<file path="config.mk">
export PLATFORM = sky130hd
export DESIGN_NAME = score_bcd_converter_flat
export DESIGN_NICKNAME = d
export VERILOG_FILES = /design/src/rtl/score_bcd_converter_pkg.sv /design/src/rtl/score_bcd_converter_if.sv /design/src/rtl/score_bcd_converter_bcd_digit_adj.sv /design/src/rtl/score_bcd_converter.sv /design/src/flat_wrapper.sv
export SDC_FILE = /design/constraint.sdc
export NUM_CORES = 1
export LEC_CHECK = 0
export ABC_AREA = 1
export BUFFER_PORTS_ARGS = -buffer_cell sky130_fd_sc_hd__buf_4
export CAP_MARGIN = 10
export CELL_PAD_IN_SITES_DETAIL_PLACEMENT = 0
export CELL_PAD_IN_SITES_GLOBAL_PLACEMENT = 2
export CORE_AREA = 2 2 146 91
export CTS_BUF_LIST = sky130_fd_sc_hd__clkbuf_16
export DETAILED_ROUTE_END_ITERATION = 12
export DIE_AREA = 0 0 148 93
export PLACE_DENSITY = 0.82
export SETUP_SLACK_MARGIN = 0.3
export SYNTH_ARGS = -nofsm -noshare
export SYNTH_HDL_FRONTEND = slang
export SYNTH_SLANG_ARGS = --single-unit
</file>
<file path="constraint.sdc">
create_clock -name ClkPort -period 4.2 [get_ports ClkPort]
set_input_delay 0.84 -clock ClkPort [delete_from_list [all_inputs] [get_ports ClkPort]]
set_output_delay 0.84 -clock ClkPort [all_outputs]
set_load 0.02 [all_outputs]
</file>
<file path="src/rtl/score_bcd_converter_pkg.sv">
// score_bcd_pkg: shared types and constants for the score binary-to-BCD converter.
//   state_e    - converter FSM states
//   BCD_MAX    - largest displayable score; anything above saturates
//   BCD_NINE   - digit value shown on saturation
//   BCD_ADJ_TH - double-dabble threshold (nibble >= 5 gets +3)
//   blank_mask - leading-zero mask for a 4-digit BCD word (bit 0 never blank)
package score_bcd_pkg;

    typedef enum logic [1:0] {
        IDLE,
        SHIFT,
        DONE
    } state_e;

    localparam int unsigned BCD_MAX    = 9999;
    localparam logic [3:0]  BCD_NINE   = 4'd9;
    localparam logic [3:0]  BCD_ADJ_TH = 4'd5;

    // Blanking chains from the top digit down; an interior zero stays lit.
    function automatic logic [3:0] blank_mask(input logic [15:0] d);
        logic [3:0] m;
        m    = '0;
        m[3] = (d[15:12] == 4'd0);
        m[2] = m[3] & (d[11:8] == 4'd0);
        m[1] = m[2] & (d[7:4] == 4'd0);
        m[0] = 1'b0;
        return m;
    endfunction

endpackage

</file>
<file path="src/rtl/score_bcd_converter_if.sv">
// score_bcd_converter_if: bundle between the score source / display side and
// the converter.
//   score          - binary score (quasi-static, from a divided-clock domain)
//   digit0..digit3 - BCD digits, digit0 = ones
//   blank          - leading-zero mask, bit i = digit i blank
//   ovf            - last converted score exceeded 9999
//   valid          - at least one conversion completed since reset
//   busy           - conversion in progress
//   done           - one-cycle pulse when digits update
// modport master: score source / display consumer; modport slave: converter.
interface score_bcd_converter_if #(
    parameter int SCORE_W = 16
);
    import score_bcd_pkg::*;

    logic [SCORE_W-1:0] score;
    logic [3:0]         digit0;
    logic [3:0]         digit1;
    logic [3:0]         digit2;
    logic [3:0]         digit3;
    logic [3:0]         blank;
    logic               ovf;
    logic               valid;
    logic               busy;
    logic               done;

    modport master (
        output score,
        input  digit0, digit1, digit2, digit3, blank, ovf, valid, busy, done
    );

    modport slave (
        input  score,
        output digit0, digit1, digit2, digit3, blank, ovf, valid, busy, done
    );

endinterface

</file>
<file path="src/rtl/score_bcd_converter_bcd_digit_adj.sv">
// bcd_digit_adj: combinational double-dabble nibble adjust.
//   din_i  - BCD nibble before the shift
//   dout_o - din_i + 3 when din_i >= 5, else din_i
module bcd_digit_adj
    import score_bcd_pkg::*;
(
    input  logic [3:0] din_i,
    output logic [3:0] dout_o
);

    always_comb begin
        dout_o = din_i;
        if (din_i >= BCD_ADJ_TH) begin
            dout_o = din_i + 4'd3;
        end
    end

endmodule

</file>
<file path="src/rtl/score_bcd_converter.sv">
// score_bcd_converter: sequential binary-to-BCD converter for the score display.
// Samples the score every clock, converts it with one shift-and-add-3 step per
// cycle once it has changed and held for two samples, and presents registered
// digits, a leading-zero mask and a saturation flag (scores > 9999 show 9999).
//   ClkPort - system clock
//   Reset_n - asynchronous active-low reset
//   bus     - slave side of score_bcd_converter_if (score in, digits/status out)
module score_bcd_converter
    import score_bcd_pkg::*;
#(
    parameter int SCORE_W = 16,
    parameter int DIGITS  = 4
) (
    input  logic ClkPort,
    input  logic Reset_n,
    score_bcd_converter_if.slave bus
);

    localparam int CNT_W = $clog2(SCORE_W + 1);
    localparam int BCD_W = 4 * DIGITS;

    state_e             state_q, state_d;
    logic [SCORE_W-1:0] score_q, score_d;
    logic [SCORE_W-1:0] last_q, last_d;
    logic               first_q, first_d;
    logic [SCORE_W-1:0] bin_q, bin_d;
    logic [BCD_W-1:0]   bcd_q, bcd_d;
    logic [BCD_W-1:0]   bcd_adj;
    logic [CNT_W-1:0]   cnt_q, cnt_d;
    logic               sat_q, sat_d;
    logic [BCD_W-1:0]   digits_q, digits_d;
    logic [3:0]         blank_q, blank_d;
    logic               ovf_q, ovf_d;
    logic               valid_q, valid_d;
    logic               busy_q, busy_d;
    logic               done_q, done_d;

    for (genvar g = 0; g < DIGITS; g++) begin : g_adj
        bcd_digit_adj u_adj (
            .din_i  (bcd_q[4*g +: 4]),
            .dout_o (bcd_adj[4*g +: 4])
        );
    end

    always_ff @(posedge ClkPort or negedge Reset_n) begin
        if (!Reset_n) begin
            state_q  <= IDLE;
            score_q  <= '0;
            last_q   <= '0;
            first_q  <= 1'b1;
            bin_q    <= '0;
            bcd_q    <= '0;
            cnt_q    <= '0;
            sat_q    <= 1'b0;
            digits_q <= '0;
            blank_q  <= '0;
            ovf_q    <= 1'b0;
            valid_q  <= 1'b0;
            busy_q   <= 1'b0;
            done_q   <= 1'b0;
        end else begin
            state_q  <= state_d;
            score_q  <= score_d;
            last_q   <= last_d;
            first_q  <= first_d;
            bin_q    <= bin_d;
            bcd_q    <= bcd_d;
            cnt_q    <= cnt_d;
            sat_q    <= sat_d;
            digits_q <= digits_d;
            blank_q  <= blank_d;
            ovf_q    <= ovf_d;
            valid_q  <= valid_d;
            busy_q   <= busy_d;
            done_q   <= done_d;
        end
    end

    always_comb begin
        state_d  = state_q;
        score_d  = bus.score;
        last_d   = last_q;
        first_d  = first_q;
        bin_d    = bin_q;
        bcd_d    = bcd_q;
        cnt_d    = cnt_q;
        sat_d    = sat_q;
        digits_d = digits_q;
        blank_d  = blank_q;
        ovf_d    = ovf_q;
        valid_d  = valid_q;
        busy_d   = busy_q;
        done_d   = 1'b0;

        case (state_q)
            IDLE: begin
                // Two matching samples filter the divided-clock source; only a
                // genuinely new value (or the first after reset) is converted.
                if ((bus.score == score_q) && ((score_q != last_q) || first_q)) begin
                    last_d  = score_q;
                    first_d = 1'b0;
                    busy_d  = 1'b1;
                    if (32'(score_q) > BCD_MAX) begin
                        sat_d   = 1'b1;
                        state_d = DONE;
                    end else begin
                        sat_d   = 1'b0;
                        bin_d   = score_q;
                        bcd_d   = '0;
                        cnt_d   = CNT_W'(SCORE_W);
                        state_d = SHIFT;
                    end
                end
            end
            SHIFT: begin
                // Adjust precedes each shift, so the final result needs no fix-up.
                bcd_d = {bcd_adj[BCD_W-2:0], bin_q[SCORE_W-1]};
                bin_d = bin_q << 1;
                cnt_d = cnt_q - CNT_W'(1);
                if (cnt_q == CNT_W'(1)) begin
                    state_d = DONE;
                end
            end
            DONE: begin
                digits_d = sat_q ? {DIGITS{BCD_NINE}} : bcd_q;
                blank_d  = blank_mask(digits_d);
                ovf_d    = sat_q;
                valid_d  = 1'b1;
                busy_d   = 1'b0;
                done_d   = 1'b1;
                state_d  = IDLE;
            end
            default: begin
                state_d = IDLE;
            end
        endcase
    end

    assign bus.digit0 = digits_q[3:0];
    assign bus.digit1 = digits_q[7:4];
    assign bus.digit2 = digits_q[11:8];
    assign bus.digit3 = digits_q[15:12];
    assign bus.blank  = blank_q;
    assign bus.ovf    = ovf_q;
    assign bus.valid  = valid_q;
    assign bus.busy   = busy_q;
    assign bus.done   = done_q;

endmodule

</file>
<file path="src/flat_wrapper.sv">
// flat-port wrapper written by rule: the top's interface ports become plain ports
module score_bcd_converter_flat import score_bcd_pkg::*;
#(
    parameter int SCORE_W = 16,
    parameter int DIGITS  = 4
)
  (ClkPort, Reset_n, bus_score, bus_digit0, bus_digit1, bus_digit2, bus_digit3, bus_blank, bus_ovf, bus_valid, bus_busy, bus_done);
  score_bcd_converter_if #(.SCORE_W(SCORE_W)) bus_i ();
  input  logic ClkPort;
  input  logic Reset_n;
  input wire logic [$bits(bus_i.score)-1:0] bus_score;
  output wire logic [$bits(bus_i.digit0)-1:0] bus_digit0;
  output wire logic [$bits(bus_i.digit1)-1:0] bus_digit1;
  output wire logic [$bits(bus_i.digit2)-1:0] bus_digit2;
  output wire logic [$bits(bus_i.digit3)-1:0] bus_digit3;
  output wire logic [$bits(bus_i.blank)-1:0] bus_blank;
  output wire logic [$bits(bus_i.ovf)-1:0] bus_ovf;
  output wire logic [$bits(bus_i.valid)-1:0] bus_valid;
  output wire logic [$bits(bus_i.busy)-1:0] bus_busy;
  output wire logic [$bits(bus_i.done)-1:0] bus_done;
  assign bus_i.score = bus_score;
  assign bus_digit0 = bus_i.digit0;
  assign bus_digit1 = bus_i.digit1;
  assign bus_digit2 = bus_i.digit2;
  assign bus_digit3 = bus_i.digit3;
  assign bus_blank = bus_i.blank;
  assign bus_ovf = bus_i.ovf;
  assign bus_valid = bus_i.valid;
  assign bus_busy = bus_i.busy;
  assign bus_done = bus_i.done;
  score_bcd_converter #(.SCORE_W(SCORE_W), .DIGITS(DIGITS)) u_core (.ClkPort(ClkPort), .Reset_n(Reset_n), .bus(bus_i));
endmodule
</file>
# After elaboration in Yosys (flattened, before gate mapping)
# Cells that the tools add are included.
[totals] regBits=96 out_inout_bits=24 word_cells=68 in_bits=18
[classes] addsub=5 muxes=22 n_eq_ne=8 n_bitwise=2 order_cmp=5 reduce_logical=12
[op_table] op="16-bit two-way mux" count=5
[op_table] op="16-bit case mux with 2 select lines" count=2
[op_table] op="16-bit == test" count=1
[op_table] op="4-bit by 3-bit >= comparator with 1-bit output (second input constant)" count=4
[op_table] op="16-bit by 14-bit greater-than comparator with 1-bit output (second input constant)" count=1
[op_table] op="16-bit != test" count=1
[op_table] op="4-bit by 2-bit adder with 4-bit output (second input constant)" count=3
[op_table] op="4-bit logical NOT" count=3
[op_table] op="4-bit two-way mux" count=3
[op_table] op="5-bit two-way mux" count=2
[op_table] op="5-bit case mux with 2 select lines" count=1
[op_table] op="2-bit two-way mux" count=3
[op_table] op="2-bit AND reduction" count=3
[op_table] op="5-bit by 1-bit == test with 1-bit output (second input constant)" count=1
[op_table] op="5-bit by 1-bit subtractor with 5-bit output (second input constant)" count=1
[op_table] op="2-bit by 1-bit != test with 1-bit output (second input constant)" count=2
[op_table] op="2-bit case mux with 2 select lines" count=1
[op_table] op="2-bit nonzero test" count=2
[op_table] op="3-bit by 2-bit adder with 3-bit output (second input constant)" count=1
[op_table] op="1-bit two-way mux" count=3
[op_table] op="3-bit two-way mux" count=1
[op_table] op="3-bit AND reduction" count=1
[op_table] op="1-bit AND" count=2
[op_table] op="2-bit by 1-bit == test with 1-bit output (second input constant)" count=1
[op_table] op="other kinds (6)" count=6

# Depth between registers and ports, before layout
# Gate-level depths: netlist of run 1.
[depth] word_depth=5 ltp_mapped=13

# By module
# From an unflattened synthesis of run 1, not the netlist that was laid out.
[unflattened] hier_cells=607 area_unflattened_um2=4968.5
[modules_own_cells] mod="score_bcd_converter" instances=1 area_per_inst_um2=4428.0 seq_area_each_um2=2403.6 cells_per_inst=515
[modules_own_cells] mod="bcd_digit_adj" instances=4 area_per_inst_um2=135.1 seq_area_each_um2=0.0 cells_per_inst=23

# Least setup slack after synthesis of run 1
# No wires, ideal clock.
[synth_timing] path_kind="input-to-reg" from="in bus_score[0]" to="reg u_core.cnt_q[2]" t_required_ps=4080 setup_ps=120 stages=11 path_buffers=1 setup_slack_ps=2261 t_arrival_ps=1818 path_cell_list="xnor2_1 -> nand2_1 -> nor2_1 -> nand2_1 -> nor2_4 -> nand2_2 -> nand2_4 -> nand2_8 -> buf_12 -> nand2_2 -> nand2_1"
[synth_via] elab_chain_cells=4
[synth_rtl] item="start: declaration" line="flat_wrapper.sv:11" rtl="input wire logic [$bits(bus_i.score)-1:0] bus_score;"
[synth_rtl] item="16-bit == test" line="score_bcd_converter.sv:99" rtl="if ((bus.score == score_q) && ((score_q != last_q) || first_q)) begin"
[synth_rtl] item="1-bit logical AND" line="score_bcd_converter.sv:99"
[synth_rtl] item="2-bit by 1-bit != test with 1-bit output (no line)"
[synth_rtl] item="3-bit AND reduction (no line)"
[synth_rtl] item="end signal: assignment" line="score_bcd_converter.sv:68" rtl="cnt_q <= cnt_d;"
[synth_rtl] item="end: declaration" line="score_bcd_converter.sv:29" rtl="logic [CNT_W-1:0] cnt_q, cnt_d;"
# Every way passes these cells.
# A chain may end at the register's enable or synchronous reset.

# Final worst setup path of run 1
[layout_timing] from="in bus_score[2]" to="reg u_core.last_q[11]"
[layout_via] elab_chain_cells=3
[layout_rtl] item="16-bit == test" line="score_bcd_converter.sv:99"
[layout_rtl] item="1-bit logical AND" line="score_bcd_converter.sv:99"
[layout_rtl] item="2-bit AND reduction (no line)"
[layout_rtl] item="end signal: assignment" line="score_bcd_converter.sv:64" rtl="last_q <= last_d;"
[layout_rtl] item="end: declaration" line="score_bcd_converter.sv:24" rtl="logic [SCORE_W-1:0] last_q, last_d;"
# Every way passes these cells.

==> results of run 1 <==
-- worst max-delay path: stages --
cell and delay (ns):
buf_4 0.12, xnor2_1 0.14, nand2_1 0.07, nor2_1 0.19, nand2_1 0.16, nor2_4 0.15, nand3_2 0.51, o21ai_0 0.36
-- kinds of logic after synthesis --
logic type               Yosys count  synth area share [%]
AO/OA/AOI/OAI                     79                 8.534
XOR/XNOR                          14                 2.597
adder cells (fa/ha/maj)           10                 2.650
buffers and inverters             77                 7.448
flip-flops                        96                 50.91
other                              1               0.07944
AND/OR/NAND/NOR                  293                 27.78
-- sequential cells by signal, summed over array words and instances (netlist names) --
signal            count
u_core.sat_q          1
u_core.first_q        1
u_core.digits_q      16
u_core.last_q        16
u_core.score_q       16
u_core.bus.busy       1
u_core.bus.valid      1
u_core.bus.done       1
u_core.state_q        2
u_core.bus.ovf        1
u_core.bus.blank      3
u_core.bin_q         16
u_core.bcd_q         16
u_core.cnt_q          5
-- synthesized netlist by cell type (3+ instances only) --
cell | n | area, sq um
nor2_1 | 33 | 123.9
buf_12 | 3 | 60.06
nand2_1 | 179 | 671.9
nand3_2 | 3 | 30.03
inv_1 | 51 | 191.4
o21ai_1 | 13 | 65.06
nand4_1 | 8 | 50.05
clkbuf_1 | 5 | 18.77
nand2_2 | 31 | 193.9
nand3_1 | 24 | 120.1
a21oi_1 | 17 | 85.08
xnor2_1 | 14 | 122.6
dfrtp_1 | 95 | 2377
o21ai_0 | 46 | 230.2
or2_2 | 5 | 31.28
ha_1 | 10 | 125.1
inv_2 | 10 | 37.54
buf_2 | 5 | 25.02
-- final timing paths --
path,start,to
max,bus_score[2],u_core.last_q[11]
min,u_core.first_q,u_core.first_q
max reg2reg,u_core.score_q[2],u_core.last_q[11]
min reg2reg,u_core.first_q,u_core.first_q
max in group asynchronous,Reset_n,u_core.first_q
min in group asynchronous,Reset_n,u_core.score_q[14]
-- per-stage QoR --
step / cell area (sq um) / util, % / hold slack (ns) / cells / power, W
floorplan: 4721 / - / 0.4317 / 570 / 0.001003
global placement: 5140 / 41.15 / 0.4426 / 768 / 0.001051
detailed placement: 5140 / 41.15 / 0.4502 / 768 / 0.001052
CTS: 5406 / 43.28 / 0.4608 / 784 / 0.001809
global route: 5406 / 43.28 / 0.4683 / 784 / 0.001862
finish: 5406 / 43.28 / 0.4587 / 784 / 0.001775
-- per-layer routing --
metal  share of wire, %  global-route usage (%)  vias up
li1                   -                       -     1868
met1                 55                   24.93     1733
met2                 41                   24.27       45
met3                3.6                   4.195        8
met4               0.75                   3.571        0
met5                  0                       0        -
-- placed cells by master, fill, tap and decap left out --
cell type   Yosys  layout
nand4_1         8       8
or2_2           5       5
nand3_2         3       3
clkinv_4        0       2
o21ai_0        46      46
inv_2          10      10
xnor2_1        14      14
nand2_4         1       1
o21a_1          1       1
nor2_2          2       3
nor2_4          2       2
clkinv_1        1       2
ha_1           10      10
nor3_1          2       2
conb_1          1       1
a31oi_1         1       1
nand2_1       179     179
nand3_1        24      24
nand3b_1        1       1
clkinvlp_4      0       1
clkbuf_16       0       9
or2_0           1       1
a21oi_2         1       1
clkinv_2        0       1
nand2_2        31      31
a21oi_1        17      17
o21ai_1        13      13
nor2_1         33      32
dfrtp_1        95      95
dfstp_2         1       1
inv_1          51      53
buf_4           2      43
nand2_8         1       1
-- area by class of cell --
class	count	area, sq um	share of cell area (%)
Clock buffer	9	225.2	4.166
Clock inverter	7	41.29	0.7637
Inverter	62	232.7	4.305
Multi-Input combinational cell	397	1968	36.40
Sequential cell	96	2404	44.46
Tap cell	170	212.7	3.934
Timing Repair Buffer	43	322.8	5.971
-- power breakdown --
part,internal [W],total [W],switching [W]
Combinational,0.0000325,0.0000887,0.0000562
Clock,0.000396,0.000743,0.000347
Sequential,0.000933,0.000944,0.0000105
Total,0.00136,0.00178,0.000413
==> impl_metrics.yaml, run 1 <==
power:
  power.density_mw_per_mm2: 328.3
  p_leak_nw: 2.682
  irDropWorstVdd_mv: 0.1658
yosys:
  synth_warnings: 0
  ys_ff_latch: 96
  synth_cell_types: 32
  ys_seq_area_share_pct: 50.91
  async_flop_share_pct: 100.0
  syn_inst: 570
  synth.avg_cell_area_sq_um: 8.282
  synth_edf_count: 0
  syn_nets: 598
  synth_area_sq_mm: 0.004721
  synthFlopType: "dfrtp_1"
clocking:
  clock_latency_ns: 0.34
  root_buffer: "clkbuf_16"
  cts_buffer_depth: 2
  cts_resized: 0
  clk_pin_slew_ns: 0.07
  cts.sinks: 96
  tritoncts: "done"
  cts_buffers: 9
  cts-htree-levels: 3
  hold_buffers: 0
  cts_setup_buffers: 0
timing:
  slew_headroom_pct: 44.68
  setup_viol: 0
  tns_ns: 0
  finalHoldViolations: 0
  finalWorstSetupSlack_ns: 1.900
  fin_crit_sh_pct: 54.76
  fmax_mhz: 434.8
  slew_viol_final: 0
  rsz0062_at_grt: "false"
  min_period_ns: 2.300
  worst_slew_pin_slew_ns: 0.8298
  skew_ns: 0.01201
grt:
  grt_overflow_total: 0
  antenna_found_initial: 0
  grt_max_degree: 63
  first_global_vias: 3668
  grt_pass1_wl_mm: 18.26
  grt_usage_pct: 16.64
routing:
  drcViolationCount: 0
  vias: 3654
  antenna_left: 0
  avgViaCountPerCell: 4.661
  postRouteWirelength_mm: 10.34
  wl_per_cell_um: 13.19
  drtIter0Drc: 222
  first_pass_iters: 4
floorplan:
  pin_count: 42
  die_x_um: 148
  start_util_pct: 37.79
  die_area_sq_mm: 0.01376
  rows: 32
  core_area_sq_mm: 0.01249
  die_y_um: 93
hold_path:
  hold_depth: 2
  hold_path_class: "reg -> reg"
setup_path:
  critPathRequiredTime_ns: 4.44
  path_max_fanout: 33
  worstPathArrival_ns: 2.54
  reg2reg_slack_ns: 2.02
  critPathCaptureType: "flip-flop"
  worstRegToRegCells: 7
  crit_type: "in -> reg"
  crit_path_start_kind: "primary input"
status:
  status: "complete, no violations"
finish:
  area_delta_synth_final_pct: 14.52
  drive_gt1_share_pct: 18.57
  nFillCells: 1269
  diodes: 0
  nets: 637
job:
  cap_viol_max_count: 0
placement:
  hpwl_mm: 7.357
  gp_congestion: 0.7967
  io_buffer_count: 40
  place_ws_ns: 1.472
Power figures use the tool's default switching activity.
==> run 2, diff against run 1 <==
Settings changed: CORE_AREA 2 2 146 91 to 2 2 151 94, DIE_AREA 0 0 148 93 to 0 0 153 96, PLACE_DENSITY 0.82 to 0.77.
Clock period 4.2 ns to 2.28 ns, I/O delays scaled along.
==> impl_metrics.yaml, run 2 (same netlist as run 1, synthesis figures left out) <==
status:
  status: "complete, no violations"
job:
  cap_viol_max_count: 0
power:
  pwr-share-comb_pct: 5.0
  swShare_pct: 22.05
  p_leak_nw: 2.743
  power.density_mw_per_mm2: 630.0
  p_clk_share_pct: 45.4
  intPower_w: 0.002730
  switching_power_w: 0.0007721
  seqPwrFrac_pct: 49.6
  irDropWorstVdd_mv: 0.2840
clocking:
  cts_buffers: 9
  clock_latency_ns: 0.35
  cts.sinks: 96
  clk_pin_slew_ns: 0.07
  root_buffer: "clkbuf_16"
  tritoncts: "done"
  cts-htree-levels: 3
  cts_buffer_depth: 2
finish:
  nets: 648
  diodes: 0
  utilization_pct: 41.67
  drive_gt1_share_pct: 19.94
  seq_area_sq_mm: 0.002404
  final_common_cell: "nand2_1"
  multiInputGateArea_sq_mm: 0.001988
  nFillCells: 1367
  area_delta_synth_final_pct: 17.73
  final_cell_mix: "nand2_1, dfrtp_1, inv_1"
grt:
  grt_max_degree: 44
  first_global_vias: 3459
  grt_overflow_total: 0
  grt_usage_pct: 15.59
  antenna_found_initial: 0
  grt_pass1_wl_mm: 18.01
setup_path:
  critPathRequiredTime_ns: 2.51
  path_max_fanout: 18
  reg2reg_from: "u_core.score_q[2]"
  worstRegToRegCells: 10
  worstPathArrival_ns: 2.04
  crit_path_start_kind: "flip-flop"
  reg2reg_slack_ns: 0.47
  regToRegEndpoint: "u_core.bcd_q[5]"
  critPathCaptureType: "flip-flop"
  crit_type: "reg -> reg"
placement:
  hpwl_mm: 7.569
  gp_congestion: 0.7259
  place_ws_ns: 0.2988
  io_buffer_count: 40
timing:
  slew_viol_final: 0
  finalHoldViolations: 0
  fmax_mhz: 552.1
  setup_viol: 0
  rsz0062_at_grt: "true"
  fin_crit_sh_pct: 79.45
  worst_slew_pin_slew_ns: 0.5559
  finalWorstSetupSlack_ns: 0.4686
  slew_headroom_pct: 62.90
  tns_ns: 0
  min_period_ns: 1.811
  skew_ns: 0.009566
routing:
  drcViolationCount: 0
  postRouteWirelength_mm: 10.65
  drtIter0Drc: 225
  vias: 3654
  antenna_left: 0
  first_pass_iters: 4
  wl_per_cell_um: 13.37
  avgViaCountPerCell: 4.585
hold_path:
  hp-start: "bus_score[12]"
  hold_path_class: "in -> reg"
  holdPathEnd: "u_core.score_q[12]"
  hold_depth: 1
floorplan:
  pin_count: 42
  rows: 33
  die_y_um: 96
  start_util_pct: 35.40
  die_area_sq_mm: 0.01469
  core_area_sq_mm: 0.01334
  die_x_um: 153
==> run 2: changes by cell type in the layout (fill, tap and decap cells not counted), sizes merged <==
cell and change:
buf +9, clkinv -3, bufinv +2, inv -2
dlygate4sd3 +1, nand2 +1
==> run 2: metal layers <==
metal | up-vias | global-route usage [%] | routed length, um
met3 | 9 | 3.692 | 445
met1 | 1704 | 23.59 | 5939
met4 | 0 | 4.321 | 95
met2 | 58 | 22.12 | 4172
li1 | 1883 | - | -
met5 | - | 0 | 0
==> run 2: worst max-delay path by stage <==
stage | end | slack (ns) | from | cells past startpoint
final | u_core.bcd_q[5] | 0.47 | u_core.score_q[2] | 10
after global routing | u_core.sat_q | 0.30 | u_core.score_q[2] | 9
after CTS | u_core.bcd_q[6] | 0.35 | u_core.score_q[5] | 8
after detailed placement | u_core.bin_q[1] | 0.30 | bus_score[0] | 11
after global placement | u_core.bin_q[1] | 0.32 | bus_score[0] | 11
after floorplan | u_core.cnt_q[2] | 0.73 | bus_score[0] | 11
==> run 2: power groups by stage <==
stage / clock [W] / sequential, W / combinational, W
3_5_place_dp: 0 / 0.00177 / 0.000173
6_report: 0.00159 / 0.00174 / 0.000176
3_3_place_gp: 0 / 0.00177 / 0.000171
2_1_floorplan: 0 / 0.00177 / 0.0000813
5_1_grt: 0.00170 / 0.00174 / 0.000205
4_1_cts: 0.00163 / 0.00174 / 0.000175
==> run 2: worst max-delay path, stage by stage, from the launching register on <==
cell and delay (ns):
dfrtp_1 0.44, xnor2_1 0.17, nand2_1 0.06, nor2_1 0.17, nand2_1 0.15, nor2_4 0.15
nand2_2 0.09, nand2_4 0.13, nand2_8 0.16, nand2_2 0.11, nand2_1 0.05
==> run 2: cell type report <==
cell class / instances / share of cell area [%]
clock buffer: 9 / 4.052
inverter: 62 / 4.187
tap: 175 / 3.940
clock inverter: 4 / 1.306
timing repair buffer: 53 / 7.497
sequential: 96 / 43.25
multi-input combinational: 398 / 35.77
==> run 2: what timing repair did <==
item                                   in CTS  in global routing
hold buffers                                1                  0
endpoints found under the hold margin      15                  0
setup buffers                               0                  3
setup endpoints to repair                   0                 37
gates resized for setup                     0                  2
==> run 2: through the flow <==
| step | std cells | total power (W) | hold slack, ns | instance area, sq um |
|---|---|---|---|---|
| final | 797 | 0.003502 | 0.2268 | 5558 |
| after global routing | 797 | 0.003641 | 0.2171 | 5558 |
| after CTS | 793 | 0.003538 | 0.2194 | 5512 |
| after detailed placement | 779 | 0.001943 | 0.3611 | 5204 |
| after global placement | 779 | 0.001941 | 0.3576 | 5204 |
| after floorplan | 570 | 0.001848 | 0.1604 | 4721 |
==> run 3, diff against run 2 <==
Settings changed: CORE_AREA 2 2 151 94 to 2 2 160 100, DIE_AREA 0 0 153 96 to 0 0 162 102, PLACE_DENSITY 0.77 to 0.72.
Clock period 2.28 ns to 1.66 ns, I/O delays scaled along.
==> impl_metrics.yaml, run 3 (same netlist as run 1, synthesis figures left out) <==
floorplan:
  core_area_sq_mm: 0.01498
  pin_count: 42
  die_area_sq_mm: 0.01652
  start_util_pct: 31.52
  rows: 35
  die_x_um: 162
  die_y_um: 102
finish:
  diodes: 0
  fin_area_sq_mm: 0.006484
  final_common_cell: "nand2_1"
  area_delta_synth_final_pct: 37.34
  final_cell_mix: "nand2_1, dfrtp_1, buf_4"
  drive_gt1_share_pct: 34.37
  stdcell_count: 878
  nets: 698
  utilization_pct: 43.29
clocking:
  hold_buffers: 0
  clk_pin_slew_ns: 0.07
  clock_latency_ns: 0.35
  cts.sinks: 96
  cts_buffers: 9
  tritoncts: "done"
  cts_buffer_depth: 2
  cts-htree-levels: 3
  root_buffer: "clkbuf_16"
placement:
  hpwl_mm: 7.509
  gp_congestion: 0.7558
  placed_cells: 829
  io_buffer_count: 40
  dpl_cell_area_sq_mm: 0.005404
status:
  status: "finished, violations left"
  violations: "negative hold slack, negative setup slack"
routing:
  vias: 3905
  antenna_left: 0
  first_pass_iters: 4
  drtIter0Drc: 212
  wl_per_cell_um: 13.70
  avgViaCountPerCell: 4.448
  drcViolationCount: 0
  postRouteWirelength_mm: 12.03
setup_path:
  worstRegToRegCells: 12
  crit_path_start_kind: "flip-flop"
  reg2reg_slack_ns: -0.1
  critPathRequiredTime_ns: 1.94
  regToRegEndpoint: "u_core.last_q[8]"
  critPathLaunch: "u_core.score_q[9]"
  critPathCaptureType: "flip-flop"
  crit_type: "reg -> reg"
  endpoint: "u_core.last_q[8]"
  reg2reg_from: "u_core.score_q[9]"
  path_max_fanout: 3
  worstPathArrival_ns: 2.04
grt:
  grt_pass1_wl_mm: 19.09
  grt_overflow_total: 0
  first_global_vias: 3726
  grt_usage_pct: 14.93
  antenna_found_initial: 0
  grt_max_degree: 97
power:
  irDropWorstVdd_mv: 0.4191
  total_power_w: 0.005142
  power.density_mw_per_mm2: 793.0
  p_leak_nw: 3.086
timing:
  worst_slew_pin_slew_ns: 0.6020
  slew_viol_final: 0
  fin_crit_sh_pct: 105.8
  finalHoldViolations: 9
  fmax_mhz: 569.5
  hold_ws_ns: -0.02742
  setup_viol: 49
  slew_headroom_pct: 59.86
  rsz0062_at_grt: "true"
  min_period_ns: 1.756
  finalWorstSetupSlack_ns: -0.09603
  skew_ns: 0.006344
hold_path:
  hold_path_class: "in -> async"
job:
  cap_viol_max_count: 0
run 3: changes by cell type in the layout (fill, tap and decap cells not counted), sizes merged:
| cell | previous run | this run |
|---|---|---|
| clkbuf | 9 | 10 |
| clkinv | 2 | 4 |
| dlygate4sd3 | 1 | 0 |
| bufinv | 2 | 3 |
| buf | 52 | 97 |
| nand2 | 213 | 218 |
run 3: metal layers:
metal	track usage [%]	up-vias	routed length [um]
li1	-	2001	-
met5	0	-	0
met3	3.450	8	436
met4	3.608	0	103
met2	22.23	50	4979
met1	22.03	1846	6506
run 3: per-stage QoR:
step | hold slack, ns | TNS (ns) | setup slack [ns]
floorplan | 0.03641 | 0 | 0.1402
CTS | 0.06264 | -1.646 | -0.05871
detailed placement | 0.4427 | -5.844 | -0.1964
finish | -0.02742 | -2.038 | -0.09603
global route | 0.08258 | -8.700 | -0.2165
global placement | 0.4348 | -5.682 | -0.1796
run 3: cell type report:
cell class	count	area, sq um
Timing Repair Buffer	98	905.9
Multi-Input combinational cell	403	2340
Sequential cell	96	2405
Tap cell	203	254.0
Fill cell	1484	8493
Clock inverter	7	117.6
Inverter	62	236.5
Clock buffer	9	225.2
run 3: what timing repair did:
action / 4_1_cts / 5_1_grt
pin swaps: 17 / 40
endpoints found under the setup margin: 60 / 69
setup buffers: 18 / 7
gates cloned: 5 / 3
gates resized for setup: 34 / 69
run 3: how the worst min path moves through the flow:
stage / slack, ns / from / endpoint / cells past startpoint
floorplan: 0.04 / Reset_n / u_core.bcd_q[0] / 0
global placement: 0.43 / Reset_n / u_core.score_q[11] / 2
detailed placement: 0.44 / Reset_n / u_core.last_q[12] / 2
CTS: 0.06 / Reset_n / u_core.last_q[12] / 2
global route: 0.08 / Reset_n / u_core.last_q[12] / 2
finish: -0.03 / Reset_n / u_core.score_q[12] / 2
run 3: power breakdown:
part	switching, W	leakage (nW)	internal [W]	total, W
clock	0.000929	0.170	0.00148	0.00241
combinational	0.000198	1.71	0.000156	0.000354
sequential	0.0000222	1.21	0.00236	0.00238
total	0.00115	3.09	0.00399	0.00514
run 3: critical path: stages (launching register included):
cell and delay [ns]:
dfrtp_1 0.39, buf_4 0.14, xnor2_2 0.14, nand2_1 0.08
nor2_2 0.09, nand2_2 0.07, nor2_4 0.14, nand2_4 0.09
buf_4 0.15, nor2_4 0.15, buf_6 0.13, nand2_1 0.05
nand2_1 0.06
